[src/rtl/simon_pkg.sv]
// Shared definitions for the Simon game blocks: colour codes, storage depth
// and the sequence player state encoding.
package simon_pkg;

  localparam logic [2:0] RED        = 3'b000;
  localparam logic [2:0] GREEN      = 3'b001;
  localparam logic [2:0] BLUE       = 3'b010;
  localparam logic [2:0] YELLOW     = 3'b011;
  localparam logic [2:0] UNASSIGNED = 3'b100;

  localparam int DEPTH = 32;

  typedef enum logic [2:0] {
    ST_IDLE  = 3'd0,
    ST_FETCH = 3'd1,
    ST_ON    = 3'd2,
    ST_OFF   = 3'd3,
    ST_DONE  = 3'd4
  } player_state_e;

endpackage

[src/rtl/sequence_player_if.sv]
// Control, segments-array read port and lamp outputs of the sequence player.
// The master side is the surrounding game; the slave side is the player.
interface sequence_player_if #(
  parameter int DEPTH = simon_pkg::DEPTH
);
  localparam int IW = $clog2(DEPTH);

  logic          start;
  logic          abort;
  logic [IW:0]   seq_len;
  logic [IW-1:0] rd_index;
  logic [2:0]    rd_colour;
  logic [2:0]    colour_out;
  logic          lamp_on;
  logic          busy;
  logic          done;
  logic          err;

  modport master (
    output start, abort, seq_len, rd_colour,
    input  rd_index, colour_out, lamp_on, busy, done, err
  );

  modport slave (
    input  start, abort, seq_len, rd_colour,
    output rd_index, colour_out, lamp_on, busy, done, err
  );

endinterface

[src/rtl/down_timer.sv]
// Loadable down-counter with a zero flag; load wins over decrement and the
// count stops at zero.
module down_timer #(
  parameter int WIDTH = 8
) (
  input  logic             clk,
  input  logic             reset,
  input  logic             load,
  input  logic [WIDTH-1:0] load_val,
  input  logic             dec,
  output logic             zero
);

  logic [WIDTH-1:0] count_q;
  logic [WIDTH-1:0] count_d;

  always_comb begin
    count_d = count_q;
    if (load) begin
      count_d = load_val;
    end else if (dec && (count_q != {WIDTH{1'b0}})) begin
      count_d = count_q - WIDTH'(1);
    end else begin
      count_d = count_q;
    end
  end

  always_ff @(posedge clk or posedge reset) begin
    if (reset) begin
      count_q <= {WIDTH{1'b0}};
    end else begin
      count_q <= count_d;
    end
  end

  assign zero = (count_q == {WIDTH{1'b0}});

endmodule

[src/rtl/sequence_player.sv]
// Replays the stored colour sequence on the lamps, oldest slot first, with
// fixed lit and dark intervals per colour.
module sequence_player #(
  parameter int DEPTH      = simon_pkg::DEPTH,
  parameter int ON_CYCLES  = 25000000,
  parameter int OFF_CYCLES = 12500000
) (
  input logic              clk,
  input logic              reset,
  sequence_player_if.slave bus
);
  import simon_pkg::*;

  localparam int IW   = $clog2(DEPTH);
  localparam int LW   = IW + 1;
  localparam int MAXC = (ON_CYCLES > OFF_CYCLES) ? ON_CYCLES : OFF_CYCLES;
  localparam int TW   = $clog2(MAXC + 1);

  player_state_e state_q, state_d;
  logic [IW-1:0] idx_q, idx_d;
  logic [2:0]    colour_q, colour_d;
  logic          err_q, err_d;
  logic          t_load;
  logic [TW-1:0] t_val;
  logic          t_dec;
  logic          t_zero;
  logic [LW-1:0] len_c;

  // Requests longer than the array replay the whole array.
  assign len_c = (bus.seq_len > LW'(DEPTH)) ? LW'(DEPTH) : bus.seq_len;

  down_timer #(.WIDTH(TW)) u_timer (
    .clk      (clk),
    .reset    (reset),
    .load     (t_load),
    .load_val (t_val),
    .dec      (t_dec),
    .zero     (t_zero)
  );

  always_comb begin
    state_d  = state_q;
    idx_d    = idx_q;
    colour_d = colour_q;
    err_d    = err_q;
    t_load   = 1'b0;
    t_val    = {TW{1'b0}};
    t_dec    = 1'b0;
    if (bus.abort && (state_q != ST_IDLE)) begin
      state_d = ST_IDLE;
    end else begin
      case (state_q)
        ST_IDLE: begin
          if (bus.start) begin
            err_d = 1'b0;
            if (len_c != {LW{1'b0}}) begin
              idx_d   = IW'(len_c - LW'(1));
              state_d = ST_FETCH;
            end else begin
              state_d = ST_DONE;
            end
          end else begin
            state_d = ST_IDLE;
          end
        end
        ST_FETCH: begin
          colour_d = bus.rd_colour;
          if (bus.rd_colour[2]) begin
            err_d   = 1'b1;
            state_d = ST_DONE;
          end else begin
            t_load  = 1'b1;
            t_val   = TW'(ON_CYCLES - 1);
            state_d = ST_ON;
          end
        end
        ST_ON: begin
          if (t_zero) begin
            t_load  = 1'b1;
            t_val   = TW'(OFF_CYCLES - 1);
            state_d = ST_OFF;
          end else begin
            t_dec = 1'b1;
          end
        end
        ST_OFF: begin
          if (!t_zero) begin
            t_dec = 1'b1;
          end else if (idx_q == {IW{1'b0}}) begin
            state_d = ST_DONE;
          end else begin
            idx_d   = idx_q - IW'(1);
            state_d = ST_FETCH;
          end
        end
        ST_DONE: state_d = ST_IDLE;
        default: state_d = ST_IDLE;
      endcase
    end
  end

  always_ff @(posedge clk or posedge reset) begin
    if (reset) begin
      state_q  <= ST_IDLE;
      idx_q    <= {IW{1'b0}};
      colour_q <= 3'b000;
      err_q    <= 1'b0;
    end else begin
      state_q  <= state_d;
      idx_q    <= idx_d;
      colour_q <= colour_d;
      err_q    <= err_d;
    end
  end

  assign bus.rd_index   = idx_q;
  assign bus.colour_out = colour_q;
  assign bus.err        = err_q;
  assign bus.lamp_on    = (state_q == ST_ON);
  assign bus.busy       = (state_q != ST_IDLE);
  assign bus.done       = (state_q == ST_DONE);

endmodule

[src/flat_wrapper.sv]
// flat-port wrapper written by rule: the top's interface ports become plain ports
module sequence_player_flat import simon_pkg::*;
#(
  parameter int DEPTH      = simon_pkg::DEPTH,
  parameter int ON_CYCLES  = 25000000,
  parameter int OFF_CYCLES = 12500000
)
  (clk, reset, bus_start, bus_abort, bus_seq_len, bus_rd_colour, bus_rd_index, bus_colour_out, bus_lamp_on, bus_busy, bus_done, bus_err);
  sequence_player_if #(.DEPTH(DEPTH)) bus_i ();
  input logic clk;
  input logic reset;
  input wire logic [$bits(bus_i.start)-1:0] bus_start;
  input wire logic [$bits(bus_i.abort)-1:0] bus_abort;
  input wire logic [$bits(bus_i.seq_len)-1:0] bus_seq_len;
  input wire logic [$bits(bus_i.rd_colour)-1:0] bus_rd_colour;
  output wire logic [$bits(bus_i.rd_index)-1:0] bus_rd_index;
  output wire logic [$bits(bus_i.colour_out)-1:0] bus_colour_out;
  output wire logic [$bits(bus_i.lamp_on)-1:0] bus_lamp_on;
  output wire logic [$bits(bus_i.busy)-1:0] bus_busy;
  output wire logic [$bits(bus_i.done)-1:0] bus_done;
  output wire logic [$bits(bus_i.err)-1:0] bus_err;
  assign bus_i.start = bus_start;
  assign bus_i.abort = bus_abort;
  assign bus_i.seq_len = bus_seq_len;
  assign bus_i.rd_colour = bus_rd_colour;
  assign bus_rd_index = bus_i.rd_index;
  assign bus_colour_out = bus_i.colour_out;
  assign bus_lamp_on = bus_i.lamp_on;
  assign bus_busy = bus_i.busy;
  assign bus_done = bus_i.done;
  assign bus_err = bus_i.err;
  sequence_player #(.DEPTH(DEPTH), .ON_CYCLES(ON_CYCLES), .OFF_CYCLES(OFF_CYCLES)) u_core (.clk(clk), .reset(reset), .bus(bus_i));
endmodule
[config.mk]
export PLATFORM = sky130hd
export DESIGN_NAME = sequence_player_flat
export DESIGN_NICKNAME = d
export VERILOG_FILES = /design/src/rtl/simon_pkg.sv /design/src/rtl/sequence_player_if.sv /design/src/rtl/down_timer.sv /design/src/rtl/sequence_player.sv /design/src/flat_wrapper.sv
export SDC_FILE = /design/constraint.sdc
export NUM_CORES = 1
export LEC_CHECK = 0
export BUFFER_PORTS_ARGS = -buffer_cell sky130_fd_sc_hd__buf_2
export CAP_MARGIN = 20
export CORE_UTILIZATION = 40
export DETAILED_ROUTE_END_ITERATION = 8
export PLACE_DENSITY_LB_ADDON = 0.25
export SYNTH_ARGS = -nofsm -noshare
export SYNTH_HDL_FRONTEND = slang
export SYNTH_SLANG_ARGS = --single-unit
[constraint.sdc]
create_clock -name clk -period 3.31 [get_ports clk]
set_clock_uncertainty 0.1 [all_clocks]
set_input_delay 0.331 -clock clk [delete_from_list [all_inputs] [get_ports clk]]
set_output_delay 0.331 -clock clk [all_outputs]
set_load 0.02 [all_outputs]
==> reports/metrics.cfg, run 1 <==
[routing]
antenna_left=0
firstDrtPassIters=4
wl_um=5900
drc=0
vias=2165
drtIter0Drc=118
vias_per_cell=6.03
routedWlPerCell_um=16.4

[status]
outcome=finished clean

[power_and_ir_drop]
power_frac_clock_pct=24.0
power_density_nw_per_um2=643
pwr-share-seq_pct=42.5
finalPower_w=0.00173
internal_power_w=0.00107
vdd_drop_max_mv=0.365
swShare_pct=37.9
switchingPower_w=0.000657
power.leakage_nw=1.01
comb_power_share_pct=33.5

[setup_path]
startpoint_type=flop
critPathArrivalTime_ns=2.87
cp-endpoint=u_core.bus.rd_index[4]
crit_path_end_kind=flop
cp.required_ns=3.39
r2r-end=u_core.bus.rd_index[4]
critPathMaxFanout=13
criticalPathCategory=reg2reg
worstSetupStartpoint=u_core.state_q[1]
reg2reg_slack_ns=0.52
r2r_cells=9
rr_startpoint=u_core.state_q[1]

[synth]
synth-async-reset-ratio_pct=100
syn_inst=262
synth_edf_count=0
yosysWarnings=0
yosysSeqAreaShare_pct=38.8
syn_area_um2=2380
ys_ff_latch=37
synth_cell_types=55
syn_nets=278
avgSynthCellArea_um2=9.10
synth_flop_cell=dfrtp_1

[timing]
post-route-min-period_ns=2.79
fmax_ghz=0.358
final_hold_viol_count=0
slew-limit-headroom_pct=45.9
setup_viol=0
tns_ns=0
tightest_slew_ns=0.810
hold-worst-slack_ns=0.0801
min_period_over_period_pct=84.3
rsz0062_at_grt=no
maxSlewViolCount=0

[layout]
area_growth_pct=12.9
fillCellCount=580
n_antenna_cell=0
final_layout_size_suffix_gt1_share_pct=19.9
final_area_um2=2690
nets=302
multiInputGateArea_um2=1360
seq_area_um2=926

[placement]
port_buffers=24
dp_hpwl_um=4260
dpl_cell_area_um2=2570
gp_congestion=0.847

[die]
die_area_um2=6270
die_w_um=79.2
row_count=27
fp.dieH_um=79.2
core_um2=5610
ios=25
start_util_pct=42.5

[clock_network]
clk_path_buf_depth=2
cts.clk_slew.worst_paths_ns=0.08
cts_tree=built
hold_buffers=0
h-tree-depth=2
cts_buffers=5
post_cts_buffers=0
cts-root-buf=clkbuf_8
clock-sinks=37
post_cts_resized=0
clock_latency_ns=0.29

[global_routing]
grt_pass1_vias=2011
grt_pass1_wl_um=10000
grt_overflow=0
grt.total_usage_pct=20.5
grt_max_degree=21
antenna_found_initial=0

[job]
maxCapViolCount=0

[min_path]
min_path_type=in2async

==> cells in the final DEF (no fill, tap or decap), drive strengths merged, types with 2 or more instances in the layout <==
master	instances
a211oi	2
a21o	2
a21oi	17
a31oi	5
and2	5
and3	3
buf	31
clkbuf	7
dfrtp	37
ha	3
inv	8
mux2	5
mux2i	3
nand2	24
nand3	11
nand4	6
nand4b	2
nor2	14
nor2b	3
nor3	11
nor3b	3
nor4	8
nor4b	2
o21a	2
o21ai	6
o22a	2
o311ai	2
o31ai	7
o32a	2
or2	3
or3	7
or3b	2
or4	16
xnor2	9
xor2	2
==> per-layer routing <==
metal | share of wire [%] | GRT usage [%] | routed length, um | vias to the layer above
li1 | - | - | - | 1042
met1 | 49 | 28.7 | 2880 | 1073
met2 | 46 | 31.9 | 2740 | 43
met3 | 3.5 | 3.56 | 209 | 7
met4 | 1.1 | 6.91 | 65 | 0
met5 | 0 | 0 | 0 | -
==> cell families (layout without fill, tap and decap cells) <==
kind of cell             count (synthesis)  count (layout)  synth area share [%]
AO/OA/AOI/OAI                           58              58                  17.0
XOR/XNOR                                11              11                  4.04
adder cells (fa/ha/maj)                  3               3                  1.57
buffers and inverters                   22              47                  4.25
flip-flops                              37              37                  38.8
multiplexers                             8               8                  3.62
AND/OR/NAND/NOR                        123             123                  30.7
==> flip-flops by register name (all words and copies together), names as in the netlist <==
signal / flops
u_core.bus.colour_out: 3
u_core.bus.err: 1
u_core.bus.rd_index: 5
u_core.state_q: 3
u_core.u_timer.count_q: 25
==> Yosys cell counts (all sizes together), types with 3 or more instances <==
master	instances	share of area, %
dfrtp	37	39
nand2	24	3.8
a21oi	17	3.6
or4	16	5.5
nor2	14	2.2
nand3	11	3.4
nor3	11	2.3
clkbuf	10	1.6
xnor2	9	3.3
inv	8	1.3
nor4	8	2.1
o31ai	7	2.2
or3	7	1.8
nand4	6	1.6
o21ai	6	1.3
a31oi	5	1.3
and2	5	1.4
mux2	5	2.4
buf	4	1.4
and3	3	0.79
ha	3	1.6
mux2i	3	1.3
nor2b	3	0.79
nor3b	3	0.94
or2	3	0.79
==> worst max-delay path: stages, from the launching register on <==
cell	delay (ns)
dfrtp_1	0.58
nand2_1	0.15
or2_2	0.36
and3_1	0.20
a21oi_1	0.15
ha_1	0.28
nor4b_1	0.27
nand4_1	0.17
o21a_1	0.22
o22a_1	0.19
==> power by group through the flow <==
| stage | registers (W) | logic (W) | clock network, W |
|---|---|---|---|
| final | 0.000736 | 0.000580 | 0.000416 |
| after detailed placement | 0.000743 | 0.000579 | 0 |
| after CTS | 0.000735 | 0.000585 | 0.000423 |
| after global placement | 0.000736 | 0.000577 | 0 |
| after global routing | 0.000760 | 0.000638 | 0.000444 |
| after floorplan | 0.000748 | 0.000396 | 0 |
==> worst min path at each step <==
stage,slack [ns],cells past startpoint,to,start
6_report,0.08,2,u_core.bus.colour_out[2],reset
5_1_grt,0.15,2,u_core.bus.colour_out[2],reset
4_1_cts,0.11,2,u_core.bus.colour_out[2],reset
3_5_place_dp,0.39,1,u_core.bus.colour_out[0],u_core.bus.colour_out[0]
3_3_place_gp,0.39,1,u_core.bus.colour_out[0],u_core.bus.colour_out[0]
2_1_floorplan,0.32,1,u_core.bus.err,bus_start
==> through the flow <==
stage          utilization, %  std cells  setup slack [ns]
2_1_floorplan               -        262             0.706
3_3_place_gp             45.9        351             0.588
3_5_place_dp             45.9        351             0.571
4_1_cts                  48.0        359             0.525
5_1_grt                  48.0        359             0.297
6_report                 48.0        359             0.519
==> cell type report <==
type / instances / share of cell area [%]
multi-input cells: 203 / 50.4
repair buffers: 31 / 6.42
clock inverters: 1 / 1.12
inverters: 8 / 1.12
well taps: 72 / 3.35
clock buffers: 7 / 3.21
flip-flops and latches: 37 / 34.4
Note: power is estimated with default switching activity, not from simulation.
==> run 2: changes to the inputs <==
==> constraint.sdc (replaced) <==
create_clock -name clk -period 2.5 [get_ports clk]
set_clock_uncertainty 0.1 [all_clocks]
set_input_delay 0.25 -clock clk [delete_from_list [all_inputs] [get_ports clk]]
set_output_delay 0.25 -clock clk [all_outputs]
set_load 0.02 [all_outputs]
==> run 2 against run 1 <==
Sequential share of layout area decreased by 3.0 points. First-iteration DRC count grew 83%. Final cell count increased by 7.2%. Critical path type unchanged. Critical endpoint is now u_core.u_timer.count_q[23]. Largest cell class unchanged.
==> reports/metrics.cfg, run 2 (synthesis results as in run 1) <==
[global_routing]
grt_max_degree=38  ; +81%
globalRouteMet3Util_pct=3.91  ; +0.34 points
grt_overflow=0  ; unchanged
met1_usage_pct=30.5  ; +1.7 points
use_met2_pct=32.7  ; +0.78 points
grt.total_usage_pct=21.4  ; +0.89 points
grt_pass1_vias=2127  ; +5.8%
grt_pass1_wl_um=10300  ; +2.8%
grt.busiest_layer=met2
antenna_found_initial=0  ; unchanged

[timing]
final_hold_viol_count=0  ; unchanged
tightest_slew_ns=0.522  ; -0.289 ns
setup_viol=0  ; unchanged
maxSlewViolCount=0  ; unchanged
min_period_over_period_pct=98.7  ; +14 points
fmax_ghz=0.405  ; +13%
rsz0062_at_grt=yes
post-route-min-period_ns=2.47  ; -0.322 ns
slew-limit-headroom_pct=65.2  ; +19 points
hold-worst-slack_ns=0.0657  ; -0.0144 ns

[routing]
routedWlPerCell_um=16.0  ; -2.4%
drc=0  ; unchanged
antenna_left=0  ; unchanged
wl_um=6170  ; +4.6%
drtIter0Drc=216  ; +83%
vias_per_cell=5.77  ; -4.3%
vias=2221  ; +2.6%
firstDrtPassIters=5  ; +1

[die]
fp.dieH_um=79.2  ; unchanged
ios=25  ; unchanged
die_w_um=79.2  ; unchanged
row_count=27  ; unchanged
die_area_um2=6270  ; unchanged
start_util_pct=42.5  ; unchanged
core_um2=5610  ; unchanged

[setup_path]
slowest_stage=or4_4
critPathArrivalTime_ns=2.61  ; -0.26 ns
crit_family=simple AND/OR/NAND/NOR gates
max_stage_delay_ns=0.55  ; -0.03 ns
cp_cell_sequence=or4_4, or3_4, or4_4, or4_1, nand3_1
crit_path_end_kind=flop
path_buf_inv=0  ; unchanged
critPathMostFrequentCell=or4_4
criticalPathCategory=reg2reg
cp.required_ns=2.64  ; -0.75 ns
startpoint_type=flop
critPathMaxFanout=4  ; -9

[layout]
seq_area_um2=926  ; unchanged
final_common_cell=dfrtp_1
fillCellCount=562  ; -3.1%
multiInputGateArea_um2=1410  ; +3.8%
largest_reg_flops=25  ; unchanged
mostFrequentLayoutCells=37 x dfrtp_1, 32 x buf_4, 24 x nand2_1, 24 x buf_2, 17 x a21oi_1
nets=328  ; +8.6%
final_layout_size_suffix_gt1_share_pct=29.4  ; +9.5 points
n_antenna_cell=0  ; unchanged
final_area_um2=2940  ; +9.4%
largest_register=u_core.u_timer.count_q
area_growth_pct=23.5

[status]
outcome=finished clean

[clock_network]
clock_latency_ns=0.30  ; about the same
cts-root-buf=clkbuf_8
cts_buffers=5  ; unchanged
cts_tree=built
cts.clk_slew.worst_paths_ns=0.08  ; about the same
clock-sinks=37  ; unchanged
clk_path_buf_depth=2  ; unchanged
h-tree-depth=2  ; unchanged

[min_path]
min_path_type=in2reg

[placement]
gp_congestion=0.854  ; +0.84%
port_buffers=24  ; unchanged
dp_hpwl_um=4510  ; +5.8%
dpl_cell_area_um2=2740  ; +6.3%

[power_and_ir_drop]
power_density_nw_per_um2=820  ; +27%
vdd_drop_max_mv=0.483  ; +32%
power.leakage_nw=1.15  ; +13%

[job]
maxCapViolCount=0  ; unchanged

## run 2: cell type report
class                      instances  share of cell area, %
sequential                        37                   31.4
tap                               72                   3.06
clock buffer                       6                   2.80
inverter                           8                   1.02
timing repair buffer              57                   12.6
multi-input combinational        203                   47.8
clock inverter                     2                   1.27
## run 2: timing repair
action | 4_1_cts | 5_1_grt
gates resized for setup | 3 | 7
pin swaps | 0 | 3
setup endpoints to repair | 2 | 15
setup buffers | 0 | 4
hold buffers | 1 | 0
hold endpoints to repair | 37 | 0
## run 2: stage by stage
step                setup TNS (ns)  worst slack (ns)  power (W)  cells  utilization, %
floorplan                  -0.0160          -0.00902    0.00152    262               -
global placement                 0            0.0583    0.00183    372            48.8
detailed placement         -0.0235           -0.0235    0.00185    372            48.8
CTS                              0            0.0224    0.00241    381            51.3
global route               -0.0652           -0.0331    0.00259    385            52.5
finish                           0            0.0313    0.00241    385            52.5
## run 2: path summary, 6_finish.rpt
| kind | from | slack, ns | cells after the start | end |
|---|---|---|---|---|
| worst max-delay path | u_core.u_timer.count_q[2] | 0.03 | 5 | u_core.u_timer.count_q[23] |
| worst min-delay path | bus_start | 0.07 | 2 | u_core.bus.err |
| worst max register to register | u_core.u_timer.count_q[2] | 0.03 | 5 | u_core.u_timer.count_q[23] |
| worst min register to register | u_core.bus.colour_out[0] | 0.41 | 1 | u_core.bus.colour_out[0] |
| max in group asynchronous | reset | 1.46 | 4 | u_core.u_timer.count_q[18] |
| min in group asynchronous | reset | 0.51 | 4 | u_core.u_timer.count_q[2] |
## run 2: layer usage
layer / share of wire, % / wire, um
met1: 50 / 3070
met2: 45 / 2770
met3: 3.8 / 236
met4: 1.5 / 94
met5: 0 / 0
## run 2: power breakdown
part	internal (W)	total [W]	switching, W
registers	0.000764	0.000899	0.000136
logic	0.000419	0.000959	0.000541
clock network	0.000325	0.000555	0.000230
total	0.00151	0.00241	0.000906
## run 2: worst reg2reg max path: cells and delay by family, from the launching register on
| family | cells | cell delay (ns) |
|---|---|---|
| simple gates | 5 | 1.93 |
| flops | 1 | 0.39 |
==> run 3: changes to the inputs <==
--- a/config.mk
+++ b/config.mk
@@ -5,6 +5,7 @@
 export SDC_FILE = /design/constraint.sdc
 export NUM_CORES = 1
 export LEC_CHECK = 0
+export ABC_AREA = 1
 export BUFFER_PORTS_ARGS = -buffer_cell sky130_fd_sc_hd__buf_2
 export CAP_MARGIN = 20
 export CORE_UTILIZATION = 40
==> run 3 against run 2 <==
Worst hold slack worse by 0.022 ns. Largest cell class unchanged. Register-to-register slack gained 0.39 ns. Routed wire length shrank 2.3%. Worst setup slack improved by 0.39 ns.
==> reports/metrics.cfg, run 3 <==
[status]
outcome=finished clean

[synth]
synthTopCellsByArea=dfrtp_1 35%, nand2_1 15%, nor2_1 8.2%
ys_ff_latch=37  ; unchanged
syn_area_um2=2640  ; +11%
syn_inst=378  ; +44%
synth-async-reset-ratio_pct=100  ; unchanged
yosysMostFrequentCell=nand2_1
synth_top_area_share_pct=35.1  ; -3.8 points
yosysTopAreaCell=dfrtp_1
avgSynthCellArea_um2=6.99  ; -23%
yosysWarnings=0  ; unchanged
synth_cell_types=35  ; -36%
synth_flop_cell=dfrtp_1
syn_nets=394  ; +42%
synth_common_cells=108 x nand2_1, 58 x nor2_1, 43 x nand3_1, 37 x dfrtp_1, 34 x inv_1
yosysSeqAreaShare_pct=35.1  ; -3.8 points
synth_edf_count=0  ; unchanged

[setup_path]
r2r-end=u_core.u_timer.count_q[7]
critPathArrivalTime_ns=2.18  ; -0.43 ns
startpoint_type=flop
cp.required_ns=2.59  ; -0.05 ns
crit_path_end_kind=flop
rr_startpoint=u_core.u_timer.count_q[8]
cp-endpoint=u_core.u_timer.count_q[7]
r2r_cells=8  ; +3
worstSetupStartpoint=u_core.u_timer.count_q[8]
critPathMaxFanout=11  ; +7
reg2reg_slack_ns=0.42  ; +0.39 ns
criticalPathCategory=reg2reg

[timing]
setup_viol=0  ; unchanged
worst_slack_ns=0.416  ; +0.385 ns
slew-limit-headroom_pct=67.2  ; +2.0 points
min_period_over_period_pct=83.3  ; -15 points
post-route-min-period_ns=2.08  ; -0.385 ns
tightest_slew_ns=0.491  ; -0.0301 ns
fmax_ghz=0.480  ; +18%
final_hold_viol_count=0  ; unchanged
hold-worst-slack_ns=0.0438  ; -0.0219 ns
rsz0062_at_grt=no
maxSlewViolCount=0  ; unchanged
tns_ns=0  ; unchanged

[routing]
drtIter0Drc=146  ; -32%
vias_per_cell=4.92  ; -15%
wl_um=6030  ; -2.3%
drc=0  ; unchanged
antenna_left=0  ; unchanged
vias=2385  ; +7.4%
firstDrtPassIters=4  ; -1
routedWlPerCell_um=12.4  ; -22%

[placement]
pre_cts_ws_ns=0.429  ; +0.452 ns
gp_congestion=0.875  ; +2.5%
dp_hpwl_um=4500  ; -0.25%
port_buffers=24  ; unchanged

[global_routing]
grt_max_degree=38  ; unchanged
grt_pass1_wl_um=10500  ; +1.8%
grt_pass1_vias=2173  ; +2.2%
grt_overflow=0  ; unchanged
antenna_found_initial=0  ; unchanged
grt.total_usage_pct=18.9  ; -2.5 points

[clock_network]
post_cts_resized=0  ; -3
clock_latency_ns=0.30  ; about the same
clock-sinks=37  ; unchanged
cts_buffers=5  ; unchanged
clk_path_buf_depth=2  ; unchanged
cts_tree=built
cts-root-buf=clkbuf_8
cts.clk_slew.worst_paths_ns=0.08  ; about the same
h-tree-depth=2  ; unchanged

[layout]
n_antenna_cell=0  ; unchanged
largest_reg_flops=25  ; unchanged
mostFrequentLayoutCells=108 x nand2_1, 58 x nor2_1, 43 x nand3_1
final_common_cell=nand2_1
area_growth_pct=11.8
nets=423  ; +29%
largest_register=u_core.u_timer.count_q
final_layout_size_suffix_gt1_share_pct=18.9  ; -11 points

[die]
ios=25  ; unchanged
fp.dieH_um=83.3  ; +5.1%
core_um2=6350  ; +13%
die_area_um2=6930  ; +11%
row_count=29  ; +7.4%
die_w_um=83.3  ; +5.1%
start_util_pct=41.6  ; -0.91 points

[power_and_ir_drop]
power.leakage_nw=1.47  ; +29%
finalPower_w=0.00344  ; +42%
vdd_drop_max_mv=0.826  ; +71%
power_density_nw_per_um2=1160  ; +42%

[job]
maxCapViolCount=0  ; unchanged

[min_path]
min_path_type=in2reg

## run 3: cell types whose count changed in the layout (fill, tap and decap cells not counted), sizes merged, moves of 7 or more
cell,delta
buf,-28
nand2,+91
or4,-16
o21ai,+19
nor2,+57
inv,+30
nor3,-9
or3,-7
nand3,+34
nor4,-8
a21oi,-9
## run 3: cells by family (layout without fill, tap and decap cells)
kind of cell | count (synthesis) | count (layout) | share of synthesized area (%)
and+or+nand+nor | 243 | 243 | 42.1
adders and majority gates | 3 | 3 | 1.42
xor gates and xnor gates | 11 | 11 | 3.65
buffers and inverters | 45 | 75 | 7.67
AOI/OAI and AO/OA | 39 | 39 | 10.1
DFF | 37 | 37 | 35.1
## run 3: final cells by class
type | count | area (um2)
clock inverter | 3 | 43.8
clock buffer | 5 | 68.8
sequential | 37 | 926
fill | 637 | 3400
multi-input combinational | 296 | 1510
inverter | 38 | 146
timing repair buffer | 29 | 160
tap | 77 | 96.3
## run 3: worst max-delay path, cell delays in order (launching register included)
cell,delay [ns]
dfrtp_1,0.43
nor2_2,0.23
nand2_2,0.11
nor2_4,0.20
nand4_4,0.21
nand2_2,0.32
inv_1,0.21
nand3_1,0.12
nand2_1,0.06
## run 3: worst min-delay path by stage
stage | startpoint | endpoint | slack [ns] | cells past startpoint
floorplan | bus_rd_colour[0] | u_core.bus.colour_out[0] | 0.27 | 2
global placement | reset | u_core.bus.rd_index[3] | 0.30 | 3
detailed placement | reset | u_core.bus.rd_index[4] | 0.30 | 3
CTS | bus_rd_colour[0] | u_core.bus.colour_out[0] | 0.03 | 3
global route | bus_rd_colour[1] | u_core.bus.colour_out[1] | 0.05 | 3
finish | bus_rd_colour[0] | u_core.bus.colour_out[0] | 0.04 | 3
## run 3: power breakdown
group / internal (W) / switching [W] / total [W]
sequential: 0.000834 / 0.000245 / 0.00108
clock: 0.000299 / 0.000234 / 0.000533
combinational: 0.000599 / 0.00123 / 0.00182
total: 0.00173 / 0.00170 / 0.00344
## run 3: per-layer routing
layer | part of all wire, % | track usage, % | vias up
met1 | 50 | 26.8 | 1053
met4 | 1.4 | 6.27 | 0
li1 | - | - | 1273
met5 | 0 | 0 | -
met3 | 4.3 | 3.68 | 7
met2 | 44 | 29.0 | 52
## run 3: through the flow
step           utilization [%]  std cells  instance area (um2)
4_1_cts                   46.5        485                 2950
5_1_grt                   46.5        485                 2950
6_report                  46.5        485                 2950
2_1_floorplan                -        378                 2640
3_5_place_dp              44.6        476                 2830
3_3_place_gp              44.6        476                 2830
## run 3: what timing repair did
item,CTS,global route
setup endpoints to repair,0,0
hold buffers,1,0
buffers inserted,0,0
endpoints found under the hold margin,37,0
